$ cat src/rtl/race_director_if.sv
// Bus between the race director, the two car engines and the HUD: start/finish/flag
// inputs toward the director, race state, timer and result outputs away from it.
interface race_director_if;
    logic       start_btn;
    logic       finish_p1;
    logic       finish_p2;
    logic [1:0] flag_p1;
    logic [1:0] flag_p2;
    logic [2:0] state;
    logic       engine_rst;
    logic       game_tick;
    logic [1:0] countdown;
    logic [3:0] race_min;
    logic [5:0] race_sec;
    logic [5:0] race_frame;
    logic [1:0] leader;
    logic [1:0] winner;

    modport master (
        input  start_btn, finish_p1, finish_p2, flag_p1, flag_p2,
        output state, engine_rst, game_tick, countdown,
               race_min, race_sec, race_frame, leader, winner
    );

    modport slave (
        output start_btn, finish_p1, finish_p2, flag_p1, flag_p2,
        input  state, engine_rst, game_tick, countdown,
               race_min, race_sec, race_frame, leader, winner
    );
endinterface

$ cat src/rtl/race_director.sv
// Race sequencer: 60 Hz tick, 3-2-1 countdown, min:sec:frame race clock,
// leader tracking, winner decision and the post-race restart hold-off.
module race_director #(
    parameter int CLK_FREQ     = 100_000_000,
    parameter int COUNT_TICKS  = 60,
    parameter int RESULT_TICKS = 180
) (
    input  logic            clk,
    input  logic            rst,
    race_director_if.master bus
);
    localparam int TICK_DIV = CLK_FREQ / 60;
    localparam int DIV_W    = (TICK_DIV > 1) ? $clog2(TICK_DIV) : 1;
    localparam int STEP_MAX = (COUNT_TICKS > RESULT_TICKS) ? COUNT_TICKS : RESULT_TICKS;
    localparam int STEP_W   = $clog2(STEP_MAX + 1);

    localparam logic [DIV_W-1:0]  DIV_LAST   = DIV_W'(TICK_DIV - 1);
    localparam logic [STEP_W-1:0] COUNT_LAST = STEP_W'(COUNT_TICKS - 1);
    localparam logic [STEP_W-1:0] RESULT_END = STEP_W'(RESULT_TICKS);

    typedef enum logic [2:0] {
        IDLE   = 3'd0,
        CNT3   = 3'd1,
        CNT2   = 3'd2,
        CNT1   = 3'd3,
        RACE   = 3'd4,
        RESULT = 3'd5
    } state_t;

    state_t            r_state, w_state_nxt;
    logic [DIV_W-1:0]  r_div, w_div_nxt;
    logic [STEP_W-1:0] r_step, w_step_nxt;
    logic              r_btn_prev;
    logic              r_tick, w_tick_nxt;
    logic              r_engine_rst, w_engine_rst_nxt;
    logic [1:0]        r_countdown, w_countdown_nxt;
    logic [3:0]        r_min, w_min_nxt;
    logic [5:0]        r_sec, w_sec_nxt;
    logic [5:0]        r_frame, w_frame_nxt;
    logic [1:0]        r_leader, w_leader_nxt;
    logic [1:0]        r_winner, w_winner_nxt;
    logic              w_start_edge, w_restart, w_illegal;
    logic              w_timer_max, w_count_done, w_finish;

    always_comb begin
        w_start_edge     = bus.start_btn & ~r_btn_prev;
        w_finish         = bus.finish_p1 | bus.finish_p2;
        w_timer_max      = (r_min == 4'd9) && (r_sec == 6'd59) && (r_frame == 6'd59);
        w_count_done     = r_tick && (r_step == COUNT_LAST);
        w_state_nxt      = r_state;
        w_step_nxt       = r_step;
        w_min_nxt        = r_min;
        w_sec_nxt        = r_sec;
        w_frame_nxt      = r_frame;
        w_leader_nxt     = r_leader;
        w_winner_nxt     = r_winner;
        w_engine_rst_nxt = 1'b0;
        w_restart        = 1'b0;
        w_illegal        = 1'b0;

        case (r_state)
            IDLE: w_restart = w_start_edge;
            CNT3, CNT2, CNT1: begin
                if (r_tick)
                    w_step_nxt = w_count_done ? '0 : r_step + 1'b1;
                if (w_count_done)
                    w_state_nxt = (r_state == CNT3) ? CNT2 :
                                  (r_state == CNT2) ? CNT1 : RACE;
            end
            RACE: begin
                if (bus.flag_p1 > bus.flag_p2)
                    w_leader_nxt = 2'd1;
                else if (bus.flag_p2 > bus.flag_p1)
                    w_leader_nxt = 2'd2;
                // A finish freezes the clock as it stands, even on a tick cycle
                if (w_finish) begin
                    w_winner_nxt = {bus.finish_p2, bus.finish_p1};
                    w_state_nxt  = RESULT;
                    w_step_nxt   = '0;
                end else if (r_tick) begin
                    if (w_timer_max) begin
                        w_winner_nxt = 2'd3;
                        w_state_nxt  = RESULT;
                        w_step_nxt   = '0;
                    end else if (r_frame != 6'd59) begin
                        w_frame_nxt = r_frame + 6'd1;
                    end else begin
                        w_frame_nxt = '0;
                        if (r_sec != 6'd59) begin
                            w_sec_nxt = r_sec + 6'd1;
                        end else begin
                            w_sec_nxt = '0;
                            w_min_nxt = r_min + 4'd1;
                        end
                    end
                end
            end
            RESULT: begin
                if (r_tick && (r_step < RESULT_END))
                    w_step_nxt = r_step + 1'b1;
                w_restart = w_start_edge && (r_step >= RESULT_END);
            end
            default: begin
                w_illegal    = 1'b1;
                w_state_nxt  = IDLE;
                w_step_nxt   = '0;
                w_min_nxt    = '0;
                w_sec_nxt    = '0;
                w_frame_nxt  = '0;
                w_leader_nxt = '0;
                w_winner_nxt = '0;
            end
        endcase

        if (w_restart) begin
            w_engine_rst_nxt = 1'b1;
            w_state_nxt      = CNT3;
            w_step_nxt       = '0;
            w_min_nxt        = '0;
            w_sec_nxt        = '0;
            w_frame_nxt      = '0;
            w_leader_nxt     = '0;
            w_winner_nxt     = '0;
        end

        // Restarting the divider on a start edge aligns the countdown to the press
        w_div_nxt  = (w_restart || w_illegal || (r_div == DIV_LAST)) ? '0 : r_div + 1'b1;
        w_tick_nxt = !w_illegal && (w_div_nxt == DIV_LAST);

        case (w_state_nxt)
            CNT3:    w_countdown_nxt = 2'd3;
            CNT2:    w_countdown_nxt = 2'd2;
            CNT1:    w_countdown_nxt = 2'd1;
            default: w_countdown_nxt = 2'd0;
        endcase
    end

    always_ff @(posedge clk) begin
        if (rst) begin
            r_state      <= IDLE;
            r_div        <= '0;
            r_step       <= '0;
            r_btn_prev   <= 1'b0;
            r_tick       <= 1'b0;
            r_engine_rst <= 1'b0;
            r_countdown  <= '0;
            r_min        <= '0;
            r_sec        <= '0;
            r_frame      <= '0;
            r_leader     <= '0;
            r_winner     <= '0;
        end else begin
            r_state      <= w_state_nxt;
            r_div        <= w_div_nxt;
            r_step       <= w_step_nxt;
            r_btn_prev   <= bus.start_btn;
            r_tick       <= w_tick_nxt;
            r_engine_rst <= w_engine_rst_nxt;
            r_countdown  <= w_countdown_nxt;
            r_min        <= w_min_nxt;
            r_sec        <= w_sec_nxt;
            r_frame      <= w_frame_nxt;
            r_leader     <= w_leader_nxt;
            r_winner     <= w_winner_nxt;
        end
    end

    assign bus.state      = r_state;
    assign bus.engine_rst = r_engine_rst;
    assign bus.game_tick  = r_tick;
    assign bus.countdown  = r_countdown;
    assign bus.race_min   = r_min;
    assign bus.race_sec   = r_sec;
    assign bus.race_frame = r_frame;
    assign bus.leader     = r_leader;
    assign bus.winner     = r_winner;
endmodule
$ cat src/flat_wrapper.sv
// flat-port wrapper written by rule: the top's interface ports become plain ports
module race_director_flat 
#(
    parameter int CLK_FREQ     = 100_000_000,
    parameter int COUNT_TICKS  = 60,
    parameter int RESULT_TICKS = 180
)
  (clk, rst, bus_start_btn, bus_finish_p1, bus_finish_p2, bus_flag_p1, bus_flag_p2, bus_state, bus_engine_rst, bus_game_tick, bus_countdown, bus_race_min, bus_race_sec, bus_race_frame, bus_leader, bus_winner);
  race_director_if bus_i ();
  input  logic clk;
  input  logic rst;
  input wire logic [$bits(bus_i.start_btn)-1:0] bus_start_btn;
  input wire logic [$bits(bus_i.finish_p1)-1:0] bus_finish_p1;
  input wire logic [$bits(bus_i.finish_p2)-1:0] bus_finish_p2;
  input wire logic [$bits(bus_i.flag_p1)-1:0] bus_flag_p1;
  input wire logic [$bits(bus_i.flag_p2)-1:0] bus_flag_p2;
  output wire logic [$bits(bus_i.state)-1:0] bus_state;
  output wire logic [$bits(bus_i.engine_rst)-1:0] bus_engine_rst;
  output wire logic [$bits(bus_i.game_tick)-1:0] bus_game_tick;
  output wire logic [$bits(bus_i.countdown)-1:0] bus_countdown;
  output wire logic [$bits(bus_i.race_min)-1:0] bus_race_min;
  output wire logic [$bits(bus_i.race_sec)-1:0] bus_race_sec;
  output wire logic [$bits(bus_i.race_frame)-1:0] bus_race_frame;
  output wire logic [$bits(bus_i.leader)-1:0] bus_leader;
  output wire logic [$bits(bus_i.winner)-1:0] bus_winner;
  assign bus_i.start_btn = bus_start_btn;
  assign bus_i.finish_p1 = bus_finish_p1;
  assign bus_i.finish_p2 = bus_finish_p2;
  assign bus_i.flag_p1 = bus_flag_p1;
  assign bus_i.flag_p2 = bus_flag_p2;
  assign bus_state = bus_i.state;
  assign bus_engine_rst = bus_i.engine_rst;
  assign bus_game_tick = bus_i.game_tick;
  assign bus_countdown = bus_i.countdown;
  assign bus_race_min = bus_i.race_min;
  assign bus_race_sec = bus_i.race_sec;
  assign bus_race_frame = bus_i.race_frame;
  assign bus_leader = bus_i.leader;
  assign bus_winner = bus_i.winner;
  race_director #(.CLK_FREQ(CLK_FREQ), .COUNT_TICKS(COUNT_TICKS), .RESULT_TICKS(RESULT_TICKS)) u_core (.clk(clk), .rst(rst), .bus(bus_i));
endmodule
$ cat config.mk
export PLATFORM = sky130hd
export DESIGN_NAME = race_director_flat
export DESIGN_NICKNAME = d
export VERILOG_FILES = /design/src/rtl/race_director_if.sv /design/src/rtl/race_director.sv /design/src/flat_wrapper.sv
export SDC_FILE = /design/constraint.sdc
export NUM_CORES = 1
export LEC_CHECK = 0
export CAP_MARGIN = 20
export CELL_PAD_IN_SITES_DETAIL_PLACEMENT = 0
export CELL_PAD_IN_SITES_GLOBAL_PLACEMENT = 2
export CORE_ASPECT_RATIO = 1.25
export CORE_MARGIN = 8
export CORE_UTILIZATION = 36
export DETAILED_ROUTE_END_ITERATION = 10
export PLACE_DENSITY_LB_ADDON = 0.1
export SYNTH_ARGS = -nofsm -noshare
export SYNTH_HDL_FRONTEND = slang
export SYNTH_SLANG_ARGS = --single-unit
$ cat constraint.sdc
create_clock -name clk -period 6.05 [get_ports clk]
set_input_delay 1.21 -clock clk [delete_from_list [all_inputs] [get_ports clk]]
set_output_delay 1.21 -clock clk [all_outputs]
set_load 0.02 [all_outputs]
**After elaboration in Yosys (flattened, before gate mapping)**

Cells that the tools add are included.
W data, S select, Z words.

- Add/subtract/negate cells: 5
- $mul: 0
- Div/mod/pow operators: 0
- Magnitude comparators: 4
- Equal/unequal tests: 26
- Shift operators: 0
- Multiplexer cells: 44
- Bitwise gates (word level): 5
- Reductions and logical operators: 20

Operator list:

| kind | number |
|---|---|
| $mux W6 | 9 |
| $mux W8 | 6 |
| $eq A21 B21 Y1 const B | 2 |
| $pmux W8 S4 | 1 |
| $pmux W6 S2 | 2 |
| $add A21 B1 Y21 const B | 1 |
| $mux W21 | 1 |
| $mux W3 | 7 |
| $mux W4 | 5 |
| $add A6 B1 Y6 const B | 2 |
| $eq A3 B2 Y1 const B | 4 |
| $eq A6 B6 Y1 const B | 2 |
| $ne A6 B6 Y1 const B | 2 |
| $mux W2 | 5 |
| $reduce_and A5 Y1 | 2 |
| $ne A3 B1 Y1 const B | 3 |
| $pmux W3 S3 | 1 |
| $add A8 B1 Y8 const B | 1 |
| $eq A8 B6 Y1 const B | 1 |
| $ge A8 B8 Y1 const B | 1 |
| $lt A8 B8 Y1 const B | 1 |
| $ne A2 B2 Y1 const B | 4 |
| $pmux W2 S2 | 2 |
| $pmux W4 S2 | 1 |
| other kinds (23) | 38 |

- Register bits: 57
- Latch bits: 0
- RAM bits: 0
- ROM bits: 0
- Input port bits: 9
- Output and inout port bits: 27
- Word-level logic and storage cells: 116
- Memories kept: 0

**Logic depth before layout (Yosys ltp)**

Gate-level depths: netlist of the first run.

- Depth after elaboration: 10
- Mapped depth: 9
- Gate-level depth less buffers: 8

**Least setup slack after synthesis of the first run**

OpenSTA, ideal clock, no wires.

- Kind: input -> register
- Start point: input port bus_start_btn
- End point: register u_core.r_frame[0] (netlist: u_core.bus.race_frame[0])
- Library setup time: 121 ps
- Arrival time: 2181 ps
- Required time: 5929 ps
- Setup slack: 3749 ps
- Stages: 7
- Path buffers: 2
- Cells stage by stage: nand3_1 -> a31o_2 -> nand2b_1 -> clkbuf_1 -> or2_1 -> clkbuf_1 -> nor2_1

- Word-level cells in the longest chain between the ends: 4

RTL lines:

| element | line | source |
|---|---|---|
| start, declared | flat_wrapper.sv:12 | `input wire logic [$bits(bus_i.start_btn)-1:0] bus_start_btn;` |
| $and A1 B1 Y1 (*) | race_director.sv:46 | `w_start_edge = bus.start_btn & ~r_btn_prev;` |
| $logic_and A1 B1 Y1 | race_director.sv:101 | `w_restart = w_start_edge && (r_step >= RESULT_END);` |
| $pmux W1 S2 (*) | race_director.sv:61 | `case (r_state)` |
| $reduce_or A2 Y1 (no source line) (*) | -- |  |
| end signal, assigned | race_director.sv:162 | `r_frame <= w_frame_nxt;` |
| end, declared | race_director.sv:39 | `logic [5:0] r_frame, w_frame_nxt;` |

Every way passes the cells marked *; elsewhere a longest branch is shown, timed or not.
A chain may end at the register's enable or synchronous reset.

**Final worst setup path of the first run**

- Start point: input port bus_start_btn
- End point: register u_core.r_tick (netlist: u_core.bus.game_tick)

- Word-level cells in the longest chain between the ends: 8

RTL lines:

| element | line | source |
|---|---|---|
| $and A1 B1 Y1 (*) | race_director.sv:46 |  |
| $logic_and A1 B1 Y1 | race_director.sv:101 |  |
| $pmux W1 S2 (*) | race_director.sv:61 |  |
| $logic_or A1 B1 Y1 (*) (2 in a row) | race_director.sv:127 | `w_div_nxt = (w_restart \|\| w_illegal \|\| (r_div == DIV_LAST)) ? '0 : r_div + 1'b1;` |
| $mux W21 (*) | race_director.sv:127 |  |
| $eq A21 B21 Y1 (*) | race_director.sv:128 | `w_tick_nxt = !w_illegal && (w_div_nxt == DIV_LAST);` |
| $logic_and A1 B1 Y1 (*) | race_director.sv:128 |  |
| end signal, assigned | race_director.sv:157 | `r_tick <= w_tick_nxt;` |
| end, declared | race_director.sv:34 | `logic r_tick, w_tick_nxt;` |

Marks and branches as above.

==> out/metrics.csv, run 1 <==
stage;metric;value;unit
drt;wl;7915;um
drt;vias_per_cell;5.249;
worst_hold_path;hp-class;flip-flop to flip-flop;
synthesis;synth_top_area_share;36.89;%
worst_setup_path;crit_fanout;22;
synthesis;synth_compound_area_share;11.12;%
clock_network;cts-htree-levels;3;
global_route;gr-total-overflow;0;
placed_design;port_buffers;35;
sta;fmax;0.3193;GHz
sta;finalClockSkew;8.005;ps
worst_setup_path;cp_slowest_cell;nand3b_1;
layout;post-route-util;42.91;%
synthesis;syn_nets;391;
layout;design_area;0.003652;sq mm
clock_network;post_cts_resized;0;
synthesis;synth_top_family_by_area;simple AND/OR/NAND/NOR gates;
layout;insertedDiodeCount;0;
sta;fin_crit_sh;51.76;%
job;maxCapViolations;0;
sta;tightest_slew;969.9;ps
floorplanning;die-height;119.6;um
synthesis;synth_top_cell_by_area;dfxtp_1;
synthesis;yosys.area_share.simple;32.24;%
drt;wl_met1;3711;um
synthesis;synth_edf_count;0;
worst_setup_path;worst_path_largest_cell_delay;810;ps
power;p_per_area;201.4;mW/mm^2
sta;whs;498.0;ps
global_route;grt_max_degree;23;
power;peakVddDrop;0.08924;mV
drt;ant_nets;0;
drt;vias;2656;
synthesis;syn_area;0.003093;sq mm
sta;setup_violations;0;
worst_setup_path;worst_setup_path_start_kind;input port;
sta;finalWorstSetupSlack;2919;ps
worst_setup_path;crit_chain;clkdlybuf4s50_1 -> nand3_1 -> a31o_2 -> nand2b_1 -> nand3b_1 -> nor4_2;
sta;fin_tns_setup;0;ps
drt;top_layer;met4;
floorplanning;num_rows;38;
placed_design;gp_congestion;0.7903;
power;leakagePower;1.249;nW
clock_network;cts_sinks;57;
layout;drive_gt1_share;5.911;%
outcome;status;finished, final reports clean;
synthesis;ys.flop_type;dfxtp_1;
sta;finalHoldViolations;0;
worst_setup_path;worst-path-stages;6;
drt;routed-wl-met3;250;um
placed_design;dp.final_hpwl;5835;um
worst_hold_path;whs_path_depth;2;
synthesis;synth.area.top_cells;dfxtp_1, nor2_1, xnor2_1, xor2_1, ha_1;
global_route;grtUsageTotal;14.22;%
sta;grt_setup_unrepaired;false;
synthesis;synth-seq-cells;57;
floorplanning;die_x;98.91;um
clock_network;cts.root.buffer_cell;clkbuf_8;
synthesis;synthTopCellsByCount;nor2_1, dfxtp_1, xnor2_1, nand2_1;
clock_network;cts_buffer_depth;2;
placed_design;placed_cell_area;0.003491;sq mm
floorplanning;die-area;0.01183;sq mm
worst_setup_path;arrival;3380;ps
synthesis;ys_types;60;
floorplanning;floorplan.initialDensity;36.34;%
layout;syn_to_final_growth;18.08;%
clock_network;cts-hold-fix-buffers;0;
clock_network;clkLatencyLatePin;340;ps
floorplanning;ios;36;
clock_network;cts_tree;yes;
synthesis;synth_area_per_cell;8.314;sq um
placed_design;pre_cts_slack;2527;ps
synthesis;synth_xor_area_share;11.61;%
global_route;grt_antenna_before_repair;0;
floorplanning;core;0.008511;sq mm
worst_setup_path;crit_path_end_kind;flip-flop;
drt;post_drt_wl_per_cell;15.64;um
worst_setup_path;crit_type;input port to flip-flop;
worst_setup_path;reg2reg_depth;6;
sta;final_max_slew_viol_count;0;
drt;met2WireLength;3771;um
synthesis;ys_seq_area_share;36.89;%
synthesis;synthArstFlopShare;0;%
worst_setup_path;worstPathRequired;6300;ps
worst_setup_path;crit_buf_inv;1;
clock_network;cts_buffers;9;
layout;layout.nets;421;
synthesis;synth_most_common_cell;nor2_1;
drt;drc;0;
global_route;grt_pass1_vias;2649;
worst_setup_path;cp_top_family;simple AND/OR/NAND/NOR gates;
drt;drt_first_iter_violations;79;
synthesis;synth.area.mux_share;0;%
sta;relSlewSlack;34.90;%
synthesis;synthAdderAreaFrac;4.045;%
global_route;grt_first_pass_wirelength;13660;um
synthesis;yosysWarningCount;0;
synthesis;synthCells;372;
drt;first_pass_iters;4;
sta;period_needed;3131;ps
clock_network;cts_setup_buffers;0;
clock_network;clkSlewWorstSetupHoldPaths;60;ps
[worst reg2reg max path: cells and delay by family (launching register included)]
family / cells / cell delay [ps]
simple gates: 3 / 1520
compound gates: 3 / 830
flops: 1 / 360
[where the power goes]
| part | internal (W) | switching, W |
|---|---|---|
| Clock | 0.000154 | 0.000150 |
| Combinational | 0.0000185 | 0.0000270 |
| Sequential | 0.000380 | 0.00000544 |
[sequential cells by signal (all words and copies together) (netlist names)]
| register | flops |
|---|---|
| u_core.bus.race_min | 4 |
| u_core.bus.countdown | 2 |
| u_core.bus.game_tick | 1 |
| u_core.bus.winner | 2 |
| u_core.r_step | 8 |
| u_core.bus.race_sec | 6 |
| u_core.bus.leader | 2 |
| u_core.r_btn_prev | 1 |
| u_core.r_div | 21 |
| u_core.bus.race_frame | 6 |
| u_core.bus.state | 3 |
| u_core.bus.engine_rst | 1 |
[final timing paths]
check                                          from                           endpoint  slack (ps)
setup / recovery                      bus_start_btn    u_core.bus.game_tick$_SDFF_PP0_        2920
hold reg to reg   u_core.bus.winner[0]$_SDFFE_PP0P_  u_core.bus.winner[0]$_SDFFE_PP0P_         500
hold / removal    u_core.bus.winner[0]$_SDFFE_PP0P_  u_core.bus.winner[0]$_SDFFE_PP0P_         500
setup reg to reg      u_core.r_step[2]$_SDFFE_PP0P_    u_core.bus.game_tick$_SDFF_PP0_        3250
[cell usage in the layout, fill, tap and decap left out, types with 3 or more instances in the layout]
| cell type | n |
|---|---|
| nand2b_1 | 7 |
| inv_1 | 11 |
| and4b_1 | 3 |
| nor3_1 | 12 |
| and2_1 | 3 |
| nor2_1 | 64 |
| nand2_1 | 22 |
| xnor2_1 | 26 |
| clkdlybuf4s50_1 | 35 |
| a211oi_1 | 3 |
| nand4_1 | 10 |
| o21a_1 | 3 |
| clkbuf_8 | 10 |
| o21ai_0 | 11 |
| nor4_1 | 3 |
| a21oi_1 | 16 |
| nor3b_1 | 5 |
| and3_1 | 8 |
| clkinv_2 | 4 |
| dfxtp_1 | 57 |
| nor4b_1 | 5 |
| xor2_1 | 15 |
| nand3b_1 | 4 |
| nand3_1 | 16 |
| ha_1 | 10 |
[per-stage QoR]
step	instances	power (W)
after CTS	506	0.0007494
after floorplan	372	0.0004211
final	506	0.0007357
after global routing	506	0.0007741
after detailed placement	491	0.0004399
after global placement	491	0.0004396
[per-layer routing]
| layer | up-vias | GRT usage (%) |
|---|---|---|
| li1 | 1364 | - |
| met1 | 1244 | 17.31 |
| met4 | 0 | 5.967 |
| met5 | - | 0 |
| met2 | 34 | 22.99 |
| met3 | 14 | 3.940 |
[cells by family (layout without fill, tap and decap cells)]
kind of cell               Yosys count  in the layout
and+or+nand+nor                    184            184
xor gates and xnor gates            41             41
AOI/OAI and AO/OA                   52             52
DFF                                 57             57
buffers and inverters               28             62
adders and majority gates           10             10
[area by class of cell]
type	instances	area (sq um)
Clock inverter	4	20.02
Timing Repair Buffer	36	357.8
Sequential cell	57	1141
Tap cell	100	125.1
Clock buffer	11	141.4
Fill cell	874	4858
Multi-Input combinational cell	287	1826
Inverter	11	41.29
Power figures use the tool's default switching activity.
==> run 2, diff against run 1 <==
--- a/config.mk
+++ b/config.mk
@@ -10,7 +10,7 @@
 export CELL_PAD_IN_SITES_GLOBAL_PLACEMENT = 2
 export CORE_ASPECT_RATIO = 1.25
 export CORE_MARGIN = 8
-export CORE_UTILIZATION = 36
+export CORE_UTILIZATION = 30
 export DETAILED_ROUTE_END_ITERATION = 10
 export PLACE_DENSITY_LB_ADDON = 0.1
 export SYNTH_ARGS = -nofsm -noshare
==> constraint.sdc (replaced) <==
create_clock -name clk -period 2.85 [get_ports clk]
set_input_delay 0.57 -clock clk [delete_from_list [all_inputs] [get_ports clk]]
set_output_delay 0.57 -clock clk [all_outputs]
set_load 0.02 [all_outputs]
==> run 2 against run 1 <==
Total power rose to 2.7 times the previous value; non-clock buffer count up 8; sequential power up 110%; register-to-register slack worse by 2900 ps; first-iteration DRC count up 28%; worst setup slack worse by 2500 ps; final cell count up 7.3%.
==> out/metrics.csv, run 2 (same netlist as run 1, synthesis figures left out) <==
stage;metric;value;unit
outcome;status;finished, final reports clean;
clock_network;cts_sinks;57;
drt;post_drt_wl_per_cell;15.88;um
sta;fin_crit_sh;86.25;%
worst_hold_path;hp-class;flip-flop to flip-flop;
placed_design;pre_cts_slack;371.5;ps
layout;layout.nets;429;
floorplanning;ios;36;
floorplanning;die_x;106.8;um
layout;post-route-util;38.63;%
clock_network;cts_buffers;9;
sta;whs;484.3;ps
global_route;grt_first_pass_wirelength;14270;um
layout;largest_register;u_core.r_div;
clock_network;cts_buffer_depth;2;
worst_setup_path;worst_setup_path_start_kind;flip-flop;
sta;setup_violations;0;
clock_network;cts-htree-levels;3;
global_route;grt_pass1_vias;2781;
drt;drt_first_iter_violations;101;
clock_network;cts-hold-fix-buffers;0;
sta;fin_tns_setup;0;ps
power;p_per_area;518.1;mW/mm^2
sta;tightest_slew;721.8;ps
floorplanning;floorplan.initialDensity;30.76;%
drt;vias_per_cell;5.033;
job;maxCapViolations;0;
layout;syn_to_final_growth;25.57;%
layout;largest_register_ffs;21;
global_route;grt_antenna_before_repair;0;
sta;fmax;0.4068;GHz
floorplanning;core;0.01005;sq mm
placed_design;dp.final_hpwl;6359;um
power;leakagePower;1.348;nW
worst_setup_path;crit_fanout;8;
layout;insertedDiodeCount;0;
worst_setup_path;crit_type;flip-flop to flip-flop;
clock_network;post_cts_resized;0;
clock_network;cts_setup_buffers;0;
layout;reg_top3;u_core.r_div (21), u_core.r_step (8);
drt;vias;2733;
layout;drive_gt1_share;7.729;%
sta;final_max_slew_viol_count;0;
sta;finalWorstSetupSlack;391.8;ps
clock_network;cts.root.buffer_cell;clkbuf_16;
drt;first_pass_iters;4;
sta;grt_setup_unrepaired;false;
drt;ant_nets;0;
sta;finalClockSkew;6.871;ps
clock_network;cts_tree;yes;
placed_design;gp_congestion;0.7913;
global_route;gr-total-overflow;0;
sta;relSlewSlack;51.20;%
layout;final_common_cell;nor2_1;
layout;fillerInstances;1056;
global_route;grt_max_degree;17;
worst_setup_path;worstPathRequired;3090;ps
sta;period_needed;2458;ps
floorplanning;num_rows;41;
power;total_power;0.002012;W
clock_network;clkSlewWorstSetupHoldPaths;50;ps
floorplanning;die-area;0.01384;sq mm
placed_design;port_buffers;35;
drt;drc;0;
floorplanning;die-height;129.5;um
clock_network;clkLatencyLatePin;330;ps
worst_setup_path;crit_path_end_kind;flip-flop;
sta;finalHoldViolations;0;
drt;wl;8624;um
global_route;grtUsageTotal;13.05;%
worst_setup_path;arrival;2700;ps
layout;layout_common_cells;nor2_1, dfxtp_1, clkdlybuf4s50_1;
power;peakVddDrop;0.2642;mV
-- run 2: changes by cell type in the layout (fill, tap and decap cells not counted) --
cell       change
bufinv_16      +1
clkinv_2       -2
buf_4          +8
clkbuf_16      +9
clkbuf_8       -8
-- run 2: routing by layer --
| layer | track usage, % | wire length (um) |
|---|---|---|
| met5 | 0 | 0 |
| met4 | 8.133 | 228 |
| met3 | 2.086 | 264 |
| met2 | 23.56 | 4520 |
| met1 | 13.87 | 3610 |
-- run 2: worst paths after layout --
kind	from	endpoint	slack, ps	depth (start not counted)
worst min register to register	u_core.bus.winner[0]$_SDFFE_PP0P_	u_core.bus.winner[0]$_SDFFE_PP0P_	480	2
worst max-delay path	u_core.r_div[0]$_SDFF_PP0_	u_core.bus.game_tick$_SDFF_PP0_	390	7
worst max register to register	u_core.r_div[0]$_SDFF_PP0_	u_core.bus.game_tick$_SDFF_PP0_	390	7
worst min-delay path	u_core.bus.winner[0]$_SDFFE_PP0P_	u_core.bus.winner[0]$_SDFFE_PP0P_	480	2
-- run 2: final cells by class --
cell class / count / area [sq um] / share of cell area, %
multi-input combinational: 287 / 1826 / 47.00
clock inverter: 3 / 40.04 / 1.031
sequential: 57 / 1141 / 29.38
clock buffer: 12 / 256.5 / 6.604
timing repair buffer: 44 / 417.9 / 10.76
inverter: 11 / 41.29 / 1.063
tap: 129 / 161.4 / 4.156
-- run 2: metrics by stage --
| stage | cells | instance area [sq um] |
|---|---|---|
| 2_1_floorplan | 372 | 3093 |
| 3_3_place_gp | 528 | 3587 |
| 3_5_place_dp | 528 | 3587 |
| 4_1_cts | 543 | 3884 |
| 5_1_grt | 543 | 3884 |
| 6_report | 543 | 3884 |
-- run 2: critical path: stages (launching register included) --
cell      delay [ps]
dfxtp_1          400
ha_1             320
nand4_1          390
or4b_1           580
a21oi_1          160
o22ai_1           90
a2111o_1         300
nor4_2           140
-- run 2: report_power, final --
group	switching (W)	internal, W
registers	0.0000108	0.000808
clock network	0.000373	0.000716
logic	0.0000606	0.0000441
total	0.000444	0.00157
==> run 3, diff against run 2 <==
--- a/config.mk
+++ b/config.mk
@@ -9,7 +9,6 @@
 export CELL_PAD_IN_SITES_DETAIL_PLACEMENT = 0
 export CELL_PAD_IN_SITES_GLOBAL_PLACEMENT = 2
 export CORE_ASPECT_RATIO = 1.25
-export CORE_MARGIN = 8
 export CORE_UTILIZATION = 30
 export DETAILED_ROUTE_END_ITERATION = 10
 export PLACE_DENSITY_LB_ADDON = 0.1
==> run 3 against run 2 <==
Critical path depth stayed put; worst hold slack better by 6.9 ps; routed wire length is 5.5% lower; core utilization is 0.40 points lower; first-iteration DRC count is 17% higher; sequential share of layout area is 0.31 points higher; register-to-register slack better by 130 ps; worst setup slack better by 130 ps; largest power group unchanged; largest cell class unchanged; cell area is 1.0% lower; total power is 7.4% lower; highest routed layer unchanged; count of clock-buffer cells in the layout stayed put.
==> out/metrics.csv, run 3 (same netlist as run 1, synthesis figures left out) <==
stage;metric;value;unit
floorplanning;die-height;115.5;um
global_route;top_usage_layer;met2;
job;maxCapViolations;0;
floorplanning;floorplan.initialDensity;30.76;%
worst_setup_path;endpoint;u_core.bus.game_tick$_SDFF_PP0_;
clock_network;post_cts_resized;0;
placed_design;place_inst;528;
layout;layout.nets;429;
layout;final_common_cell;nor2_1;
sta;fin_tns_setup;0;ps
worst_setup_path;cp-startpoint;u_core.r_div[0]$_SDFF_PP0_;
sta;fin_crit_sh;81.56;%
sta;tightest_slew;606.5;ps
worst_setup_path;arrival;2560;ps
global_route;gr-total-overflow;0;
clock_network;clkLatencyLatePin;320;ps
drt;wl;8152;um
clock_network;clkSlewWorstSetupHoldPaths;50;ps
power;switching_power;0.0004317;W
worst_setup_path;crit_fanout;6;
worst_setup_path;crit_path_end_kind;flip-flop;
layout;design_area;0.003844;sq mm
drt;post_drt_wl_per_cell;14.99;um
floorplanning;die-area;0.01072;sq mm
global_route;grt_first_pass_wirelength;13590;um
layout;fillerInstances;1077;
clock_network;cts_buffers;9;
sta;final_max_slew_viol_count;0;
worst_setup_path;worst_path_largest_cell_delay;520;ps
worst_setup_path;cp_slowest_cell;or4b_1;
drt;drt_first_iter_violations;118;
clock_network;cts.root.buffer_cell;clkbuf_16;
drt;ant_nets;0;
clock_network;cts-htree-levels;3;
power;pwr-share-comb;5.4;%
drt;vias_per_cell;5.061;
power;leakagePower;1.329;nW
placed_design;port_buffers;35;
clock_network;cts_tree;yes;
drt;drc;0;
worst_setup_path;crit_chain;ha_1 -> nand4_1 -> or4b_1 -> a21oi_1 -> o22ai_1 -> a2111o_1 -> nor4_2;
worst_setup_path;rr_startpoint;u_core.r_div[0]$_SDFF_PP0_;
power;swShare;23.17;%
global_route;grtUsageTotal;16.53;%
power;p_per_area;484.7;mW/mm^2
sta;fmax;0.4302;GHz
drt;first_pass_iters;5;
clock_network;cts_setup_buffers;0;
clock_network;cts_sinks;57;
worst_setup_path;rr_endpoint;u_core.bus.game_tick$_SDFF_PP0_;
power;p_seq_share;44.0;%
sta;finalHoldViolations;0;
sta;period_needed;2325;ps
layout;post-route-util;38.23;%
layout;insertedDiodeCount;0;
layout;drive_gt1_share;7.470;%
placed_design;gp_congestion;0.8008;
placed_design;placed_cell_area;0.003587;sq mm
layout;stdcell_count;544;
outcome;status;finished, final reports clean;
global_route;grt_antenna_before_repair;0;
worst_hold_path;hp-class;flip-flop to flip-flop;
sta;setup_violations;0;
layout;largest_register_ffs;21;
sta;relSlewSlack;59.00;%
floorplanning;die_x;92.82;um
sta;grt_setup_unrepaired;false;
global_route;grt_use_met1;18.05;%
power;intPower;0.001431;W
floorplanning;num_rows;41;
floorplanning;ios;36;
clock_network;cts_buffer_depth;2;
worst_setup_path;crit_type;flip-flop to flip-flop;
worst_setup_path;reg2reg_depth;7;
power;total_power;0.001863;W
global_route;gr-usage-met2;30.78;%
layout;largest_register;u_core.r_div;
worst_setup_path;worstPathRequired;3090;ps
worst_setup_path;r2r_slack;530;ps
drt;vias;2753;
layout;reg_top3;u_core.r_div (21), u_core.r_step (8);
global_route;met3_usage;2.887;%
layout;layout_common_cells;nor2_1, dfxtp_1, clkdlybuf4s50_1;
global_route;grt_pass1_vias;2724;
global_route;grt_max_degree;23;
sta;finalClockSkew;4.124;ps
power;peakVddDrop;0.2591;mV
worst_setup_path;worst_setup_path_start_kind;flip-flop;
power;p_clk_share;50.6;%
floorplanning;core;0.01005;sq mm
placed_design;dp.final_hpwl;6081;um
clock_network;cts-hold-fix-buffers;0;
layout;syn_to_final_growth;24.27;%
## run 3: routing by layer
layer  up-vias  wire length, um
met3        17              239
met2        55             4313
li1       1380                -
met1      1301             3398
met4         0              201
met5         -                0
## run 3: critical path: cells and delay by family (launching register included)
| family | cells | cell delay, ps |
|---|---|---|
| compound gates | 3 | 620 |
| fa+ha+maj | 1 | 310 |
| flops | 1 | 420 |
| simple gates | 3 | 890 |
## run 3: how the worst min path moves through the flow
| stage | endpoint | startpoint | cells past startpoint |
|---|---|---|---|
| after global routing | u_core.r_div[0]$_SDFF_PP0_ | u_core.r_div[0]$_SDFF_PP0_ | 1 |
| after floorplan | u_core.r_div[0]$_SDFF_PP0_ | u_core.r_div[0]$_SDFF_PP0_ | 1 |
| after CTS | u_core.r_div[0]$_SDFF_PP0_ | u_core.r_div[0]$_SDFF_PP0_ | 1 |
| final | u_core.bus.winner[1]$_SDFFE_PP0P_ | u_core.bus.winner[1]$_SDFFE_PP0P_ | 2 |
| after global placement | u_core.r_div[0]$_SDFF_PP0_ | u_core.r_div[0]$_SDFF_PP0_ | 1 |
| after detailed placement | u_core.r_div[0]$_SDFF_PP0_ | u_core.r_div[0]$_SDFF_PP0_ | 1 |
## run 3: layout make-up
class / instances / area (sq um) / share of cell area, %
Clock buffer: 12 / 236.5 / 6.152
Clock inverter: 4 / 20.02 / 0.5208
Inverter: 11 / 41.29 / 1.074
Multi-Input combinational cell: 287 / 1826 / 47.49
Sequential cell: 57 / 1141 / 29.69
Tap cell: 129 / 161.4 / 4.199
Timing Repair Buffer: 44 / 417.9 / 10.87
## run 3: metrics by stage
stage / hold slack, ps / worst slack [ps]
after floorplan: 447.2 / 729.3
after global placement: 475.1 / 461.2
after detailed placement: 478.9 / 415.4
after CTS: 494.3 / 511.8
after global routing: 519.4 / 350.6
final: 491.2 / 525.5
## run 3: power by group through the flow
stage          Clock [W]  Combinational [W]  Sequential, W
2_1_floorplan          0          0.0000586       0.000835
6_report        0.000943           0.000101       0.000819
3_5_place_dp           0           0.000104       0.000836
4_1_cts         0.000969           0.000104       0.000819
3_3_place_gp           0           0.000104       0.000836
5_1_grt          0.00102           0.000115       0.000820
